## src/rtl/bit_debounce_edge.sv

```systemverilog
// Single-bit conditioner: synchroniser chain, stability-window debounce,
// registered rise/fall pulses and a wrapping edge-event counter with sticky overflow.
module bit_debounce_edge #(
    parameter int unsigned SYNC_STAGES = 2,
    parameter int unsigned STABLE      = 4,
    parameter int unsigned CNT_W       = 8,
    parameter logic        RESET_VAL   = 1'b1
) (
    input  logic             clk,
    input  logic             rst,
    input  logic             d,
    input  logic             en,
    input  logic             clr_cnt,
    output logic             level,
    output logic             rise,
    output logic             fall,
    output logic             busy,
    output logic [CNT_W-1:0] evt_cnt,
    output logic             ovf
);

    localparam int unsigned STAB_W = $clog2(STABLE + 1);
    localparam logic [STAB_W-1:0] STAB_LAST = STAB_W'(STABLE - 1);

    typedef enum logic {
        IDLE  = 1'b0,
        CHECK = 1'b1
    } state_e;

    logic [SYNC_STAGES-1:0] sync_q;
    logic [SYNC_STAGES-1:0] sync_d;
    logic                   s;

    logic [STAB_W-1:0] stab_q, stab_d;
    logic              level_q, level_d;
    logic              rise_q, rise_d;
    logic              fall_q, fall_d;
    logic [CNT_W-1:0]  cnt_q, cnt_d;
    logic              ovf_q, ovf_d;
    state_e            state;

    // Stage 0 samples d; every later stage copies its predecessor.
    for (genvar g = 0; g < SYNC_STAGES; g++) begin : g_sync
        if (g == 0) begin : g_first
            assign sync_d[g] = d;
        end else begin : g_next
            assign sync_d[g] = sync_q[g-1];
        end
    end

    assign s = sync_q[SYNC_STAGES-1];

    always_ff @(posedge clk) begin
        if (rst) begin
            sync_q  <= {SYNC_STAGES{RESET_VAL}};
            stab_q  <= '0;
            level_q <= RESET_VAL;
            rise_q  <= 1'b0;
            fall_q  <= 1'b0;
            cnt_q   <= '0;
            ovf_q   <= 1'b0;
        end else begin
            sync_q  <= sync_d;
            stab_q  <= stab_d;
            level_q <= level_d;
            rise_q  <= rise_d;
            fall_q  <= fall_d;
            cnt_q   <= cnt_d;
            ovf_q   <= ovf_d;
        end
    end

    // The qualification state is a decode of the stability counter itself.
    always_comb begin
        state = (stab_q == '0) ? IDLE : CHECK;
    end

    always_comb begin
        stab_d  = '0;
        level_d = level_q;
        rise_d  = 1'b0;
        fall_d  = 1'b0;
        cnt_d   = cnt_q;
        ovf_d   = ovf_q;

        if (en && (s != level_q)) begin
            if (stab_q == STAB_LAST) begin
                level_d = s;
                rise_d  = s;
                fall_d  = ~s;
            end else begin
                stab_d = stab_q + STAB_W'(1);
            end
        end

        // A clear wins over a same-cycle event, which is then dropped.
        if (clr_cnt) begin
            cnt_d = '0;
            ovf_d = 1'b0;
        end else if (rise_d || fall_d) begin
            cnt_d = cnt_q + CNT_W'(1);
            if (cnt_q == '1) begin
                ovf_d = 1'b1;
            end
        end
    end

    assign busy    = (state == CHECK);
    assign level   = level_q;
    assign rise    = rise_q;
    assign fall    = fall_q;
    assign evt_cnt = cnt_q;
    assign ovf     = ovf_q;

endmodule

```

## config.mk

```make
export PLATFORM = sky130hd
export DESIGN_NAME = bit_debounce_edge
export DESIGN_NICKNAME = d
export VERILOG_FILES = /design/src/rtl/bit_debounce_edge.sv
export SDC_FILE = /design/constraint.sdc
export NUM_CORES = 1
export LEC_CHECK = 0
export BUFFER_PORTS_ARGS = -buffer_cell sky130_fd_sc_hd__buf_4
export CAP_MARGIN = 20
export CELL_PAD_IN_SITES_DETAIL_PLACEMENT = 0
export CELL_PAD_IN_SITES_GLOBAL_PLACEMENT = 1
export CORE_MARGIN = 2
export CORE_UTILIZATION = 37
export CTS_CLUSTER_DIAMETER = 50
export CTS_CLUSTER_SIZE = 40
export DETAILED_ROUTE_END_ITERATION = 10
export GPL_TIMING_DRIVEN = 0
export PLACE_DENSITY_LB_ADDON = 0.1
export RECOVER_POWER = 100
export REMOVE_ABC_BUFFERS = 1
export SETUP_SLACK_MARGIN = 0.02
export SYNTH_ARGS = -nofsm -noshare
export SYNTH_HDL_FRONTEND = slang
export SYNTH_SLANG_ARGS = --single-unit
```

## constraint.sdc

```tcl
create_clock -name clk -period 1.9 [get_ports clk]
set_input_delay 0.095 -clock clk [delete_from_list [all_inputs] [get_ports clk]]
set_output_delay 0.095 -clock clk [all_outputs]
set_load 0.01 [all_outputs]
```

---- After elaboration in Yosys (flattened, before gate mapping) ----
Index checks and enable logic that the tools add are counted.
cells by class
  multiplexer cells ....................... 5
  eq/ne operators ......................... 3
  bitwise logic cells ..................... 2
  reduce and logical (&&, ||, !) cells .... 7
  add/subtract/negate cells ............... 2
operators by type and width
  operator             count
  $add 8x1->8 const B  1
  $eq 8x8->1 const B   1
  $mux 1               5
  $reduce_and 2->1     2
  $add 3x1->3 const B  1
  $eq 3x2->1 const B   1
  $logic_not 3->1      1
  $reduce_or 3->1      1
  $not 1->1            2
  $reduce_or 2->1      1
  $logic_and 1x1->1    1
  $logic_or 1x1->1     1
  $ne 1x1->1           1
storage, ports and cells
  output and inout bits ................... 13
  bits of input ports ..................... 5
  logic and storage cells ................. 26
  register bits after elaboration ......... 17

---- Depth between registers and ports, before layout ----
Gate-level depths: netlist (run 1).
  depth after elaboration ................. 5
  gate-level depth with buffers ........... 6
  gate-level depth less buffers ........... 5

---- Least setup slack after synthesis (run 1) ----
OpenSTA, ideal clock, no wires.
  path kind ............................... reg2reg
  start point ............................. register stab_q[0]
  end point ............................... register cnt_q[2], in the netlist evt_cnt[2]
  data required time ...................... 1.830 ns
  period minus slack after synthesis ...... 1.492 ns
  data arrival time ....................... 1.422 ns
  slack ................................... 0.408 ns
  library setup time ...................... 0.070 ns
  buffers on the path ..................... 1
  cell stages (with the launch flop) ...... 7
  cells stage by stage .................... dfxtp_1 ha_1 ha_1 nand2_1 clkbuf_1 or4_1 a21oi_1
between the ends
  word-level cells in the longest chain between the ends .. 4
  elaborated cells on any way between the ends .. 6
  those cells by class .................... eq/ne: 1; mux: 4; reduce/logical: 1
RTL lines
  element                 line  source
  start, declared         34    logic [STAB_W-1:0] stab_q, stab_d;
  start signal, assigned  64    stab_q <= stab_d;
  $eq 3x2->1 *            87    if (stab_q == STAB_LAST) begin
  $mux 1                  87
  $mux 1                  86    if (en && (s != level_q)) begin
  $logic_or 1x1->1 *      100   end else if (rise_d || fall_d) begin
  end signal, assigned    68    cnt_q <= cnt_d;
  end, declared           38    logic [CNT_W-1:0] cnt_q, cnt_d;
Every way passes the cells marked *; elsewhere a longest branch is shown, timed or not.
A chain may end at the register's enable or synchronous reset.

---- Worst setup path in the final report (run 1) ----
  start point ............................. register stab_q[0]
  end point ............................... register cnt_q[3], in the netlist evt_cnt[3]
Same word-level chain as after synthesis.

==> results of run 1 <==
==> cell usage in the layout, fill, tap and decap left out <==
master	n
a21oi_1	6
and2_0	1
buf_4	4
clkbuf_1	14
clkbuf_4	4
dfxtp_1	17
dlygate4sd3_1	1
ha_1	4
inv_1	6
mux2i_1	3
nand2_1	5
nand2b_1	1
nand3_1	4
nand4_1	2
nor2_1	5
nor4_1	3
nor4b_1	2
o21a_1	1
o21ai_0	2
o31ai_1	4
or2_2	3
or3_1	3
or4_1	4
xnor2_1	1
xor2_1	1
==> area by class of cell <==
| type | instances | area (um^2) | share of cell area |
|---|---|---|---|
| clock buffers | 4 | 26.3 | 0.0298 |
| flip-flops and latches | 17 | 340 | 0.386 |
| well taps | 27 | 33.8 | 0.0384 |
| inverters | 6 | 22.5 | 0.0256 |
| multi-input cells | 55 | 362 | 0.411 |
| repair buffers | 19 | 96.3 | 0.109 |
==> worst paths after layout <==
check,start,end,slack [ns]
worst max-delay path,stab_q[0],evt_cnt[3],0.24
worst min-delay path,rst,fall,0.04
worst max register to register,stab_q[0],evt_cnt[3],0.24
worst min register to register,sync_q[0],sync_q[1],0.43
==> through the flow <==
stage	util	hold slack (ns)	std cells
floorplan	-	0.174	78
global placement	0.463	0.281	122
detailed placement	0.463	0.283	122
CTS	0.481	0.0350	127
global route	0.454	0.0436	128
finish	0.454	0.0382	128
==> routing by layer <==
layer | vias to the layer above | GRT usage
met2 | 11 | 0.194
met1 | 292 | 0.153
met3 | 4 | 0.0276
met5 | - | 0
met4 | 0 | 0.0857
li1 | 328 | -
==> registers in the layout (all words and copies together) (netlist names) <==
signal and count:
level 1, sync_q 2, stab_q 3, fall 1
evt_cnt 8, rise 1, ovf 1
==> power by group <==
group,total (W),switching (W),internal (W)
clock network,0.000193,0.000111,0.0000817
registers,0.000360,0.00000172,0.000358
logic,0.0000266,0.0000134,0.0000132
==> logic make-up (layout without fill, tap and decap cells) <==
group	count (synthesis)	count (layout)	share of synthesized area
XOR/XNOR	2	2	0.0233
AND/OR/NAND/NOR	33	33	0.264
adder cells (fa/ha/maj)	4	4	0.0664
buffers and inverters	10	29	0.0515
AO/OA/AOI/OAI	13	13	0.103
flip-flops	17	17	0.452
multiplexers	3	3	0.0399
==> repair_timing <==
item / 4_1_cts / 5_1_grt
endpoints found under the hold margin: 1 / 0
gates resized for setup: 0 / 0
hold buffers: 1 / 0
==> worst max-delay path, stage by stage (launching register included) <==
cell	delay (ns)
dfxtp_1	0.36
ha_1	0.15
ha_1	0.19
nand2_1	0.23
or4_1	0.52
a21oi_1	0.15
==> flow_summary.ini, run 1 <==
[timing]
tightest_slew_ns = 0.355
setup_tns_ns = 0
slew_headroom = 0.761
setup_viol = 0
setup_ws_ns = 0.238
hold_viol = 0
fmax_mhz = 602
slew_violations = 0
rsz0062_at_grt = false
fin_skew_ns = 0.00351
period_needed_ns = 1.66
finalCritPeriodShare = 0.875

[floorplan]
rows = 16
die_area_um2 = 2410
die_w_um = 49.1
die_h_um = 49.1
initial_core_util = 0.388
core_um2 = 1940
io-pin-count = 18

[finish]
fin_area_um2 = 881
area_delta_synth_final_pct = 16.9
final.fill_count = 229
nets = 111
insertedDiodeCount = 0
drive_above_1_share = 0.109

[outcome]
status = complete, no violations

[synth]
netlist_area_um2 = 753
synthDistinctLibCells = 25
synth_edf_count = 0
ys_ff_latch = 17
async_flop_share = 0
synth_area_leaders = dfxtp_1 (45%), ha_1 (6.6%), a21oi_1 (4.0%), mux2i_1 (4.0%), o31ai_1 (4.0%)
synthCells = 82
synth_top_area_frac = 0.452
synth.most_common_cell = dfxtp_1
ys.flop_type = dfxtp_1
syn_avg_cell_area_um2 = 9.19
yosys.area.top_type = dfxtp_1
synthTopCellsByCount = dfxtp_1 (17), a21oi_1 (6), inv_1 (6), nand2_1 (5), nor2_1 (5)
ys.warnings.count = 0
ys_seq_area_frac = 0.452

[grt]
grt-ovfl-total = 0
grt_start_max_net_pins = 16
grt_first_pass_wirelength_mm = 2.28
track_usage = 0.125
grt_pass1_vias = 554
grt_antenna_before_repair = 0

[placement]
dp_slack_ns = 0.168
hpwl_mm = 1.02
placed_cell_area_um2 = 898
finalWeightedCongestion = 0.686
portBuffers = 17

[setup_path]
critPathLaunchType = register
crit_fanout = 11
cp-end-kind = register
r2r_cells = 5
cp.required_ns = 2.13
arrival_ns = 1.89
criticalPathCategory = register to register

[detailed_routing]
drcViolationCount = 0
vias = 635
wl_per_cell_um = 10.8
met2_length_um = 650
vias_per_cell = 4.96
drt-total-wl_mm = 1.39
detail_route.first_pass.iterations = 3
wl_met1_um = 655
first_iter_violations = 5
highest_layer = met4
dr_wl_met3_um = 52
final_antenna_net_count = 0

[power]
ir_worst_vdd_mv = 0.445
finalPower_w = 0.000580
p_leak_nw = 0.290
p_per_area_nw_per_um2 = 658

[cts]
cts_tree = yes
cts_buffer_depth = 2
clk_latency_ns = 0.29
cts_setup_buffers = 0
cts_sinks = 17
cts_buffers = 3
clkTransAtPathRegs_ns = 0.10
h-tree-depth = 1
ctsRootBufferMaster = clkbuf_4

[flow_run]
cap_violations = 0

[worst_hold_path]
hold_depth = 2
hp-class = primary input to register
(Power assumes the default switching activity.)
==> inputs of run 2 (changes only) <==
REMOVE_ABC_BUFFERS = not set   (was 1)
==> flow_summary.ini, run 2 (same netlist as run 1, synthesis figures left out) <==
[outcome]
status = complete, no violations

[setup_path]
cp_slowest_cell = nor4_1
cp_common_cell = ha_1
crit_path_cell_trace = ha_1, ha_1, nand2_1, clkbuf_1, nor4_1, mux2i_1
critPathTopFamily = simple AND/OR/NAND/NOR gates
crit_path_max_incr_delay_ns = 0.42
critPathLaunchType = register
cp.required_ns = 2.13
criticalPathCategory = register to register
crit_fanout = 10
cp_num_buf_inv = 1
arrival_ns = 1.93
cp-end-kind = register

[floorplan]
io-pin-count = 18
initial_core_util = 0.388
die_area_um2 = 2410
die_w_um = 49.1
core_um2 = 1940
die_h_um = 49.1
rows = 16

[finish]
insertedDiodeCount = 0
stdcell_count = 130
drive_above_1_share = 0.0971
final_util = 0.454
fin_area_um2 = 882
area_delta_synth_final_pct = 17.1
final_common_cell = dfxtp_1
largest_reg_flops = 8
nets = 113
mostFrequentLayoutCells = dfxtp_1 (17), clkbuf_1 (16), inv_1 (6), a21oi_1 (6)

[placement]
placed_cell_area_um2 = 907
portBuffers = 16
finalWeightedCongestion = 0.742
dp_slack_ns = 0.246
place_inst = 125
hpwl_mm = 1.01

[synth]
synth_nets = 91

[grt]
track_usage = 0.128
grt_start_max_net_pins = 11
grt_first_pass_wirelength_mm = 2.39
grt_antenna_before_repair = 0
grt-ovfl-total = 0
grt_pass1_vias = 575

[timing]
slew_headroom = 0.705
fin_skew_ns = 0.00244
finalCritPeriodShare = 0.896
period_needed_ns = 1.70
hold_viol = 0
setup_tns_ns = 0
setup_ws_ns = 0.197
slew_violations = 0
tightest_slew_ns = 0.440
setup_viol = 0
fmax_mhz = 587
rsz0062_at_grt = false

[power]
power_frac_seq = 0.619
pwr-share-comb = 0.044
clock_power_share = 0.337
p_leak_nw = 0.289
p_per_area_nw_per_um2 = 660
ir_worst_vdd_mv = 0.450
power_switching_share = 0.229
power.switching_w = 0.000133
intPower_w = 0.000449

[cts]
cts_buffer_depth = 2
cts_buffers = 3
cts_tree = yes
clkTransAtPathRegs_ns = 0.10
clk_latency_ns = 0.29
cts_setup_buffers = 0
ctsResizeCount = 0
cts_sinks = 17
ctsRootBufferMaster = clkbuf_4
h-tree-depth = 1

[flow_run]
cap_violations = 0

[detailed_routing]
wl_per_cell_um = 10.9
drt-total-wl_mm = 1.41
vias = 642
detail_route.first_pass.iterations = 4
vias_per_cell = 4.94
first_iter_violations = 3
drcViolationCount = 0
final_antenna_net_count = 0

[worst_hold_path]
hp-class = primary input to register
[run 2: cell count changes in the layout (fill, tap and decap cells not counted)]
cell      previous run  this run
buf_4                4         2
clkinv_2             0         1
clkbuf_1            14        16
buf_1                0         1
[run 2: what timing repair did]
| item | in CTS | in global routing |
|---|---|---|
| hold buffers | 1 | 0 |
| hold endpoints to repair | 1 | 0 |
| endpoints found under the setup margin | 0 | 0 |
[run 2: routing by layer]
metal / track usage / part of all wire / vias up / routed length [um]
met5: 0 / 0 / - / 0
met4: 0.0762 / 0.021 / 0 / 29
met3: 0.0307 / 0.042 / 4 / 60
met2: 0.200 / 0.45 / 15 / 636
met1: 0.159 / 0.49 / 291 / 688
li1: - / - / 332 / -
[run 2: worst register-to-register path: stages (launching register included)]
cell and delay, ns:
dfxtp_1 0.37, ha_1 0.16, ha_1 0.20, nand2_1 0.08, clkbuf_1 0.20, nor4_1 0.42
mux2i_1 0.22
[run 2: cell type report]
class / instances / area (um^2)
buffer: 4 / 15.0
fill: 227 / 1060
inverter: 6 / 22.5
timing repair buffer: 17 / 81.3
tap: 27 / 33.8
sequential: 17 / 340
clock buffer: 3 / 22.5
multi-input combinational: 55 / 362
clock inverter: 1 / 5.00
[run 2: final timing paths]
check          endpoint  slack (ns)  startpoint  cells after the start
max reg2reg  evt_cnt[5]        0.20   stab_q[0]                      6
max          evt_cnt[5]        0.20   stab_q[0]                      6
min                 ovf        0.08     clr_cnt                      3
min reg2reg   sync_q[1]        0.42   sync_q[0]                      1
[run 2: power groups by stage]
stage	combinational (W)	clock [W]	sequential (W)
2_1_floorplan	0.0000151	0	0.000368
3_3_place_gp	0.0000257	0	0.000368
3_5_place_dp	0.0000252	0	0.000368
4_1_cts	0.0000270	0.000205	0.000360
5_1_grt	0.0000301	0.000225	0.000361
6_report	0.0000257	0.000196	0.000360
[run 2: stage by stage]
| stage | hold slack, ns | power [W] |
|---|---|---|
| detailed placement | 0.282 | 0.000394 |
| floorplan | 0.199 | 0.000383 |
| global placement | 0.282 | 0.000394 |
| global route | 0.0823 | 0.000615 |
| CTS | 0.0700 | 0.000592 |
| finish | 0.0764 | 0.000582 |
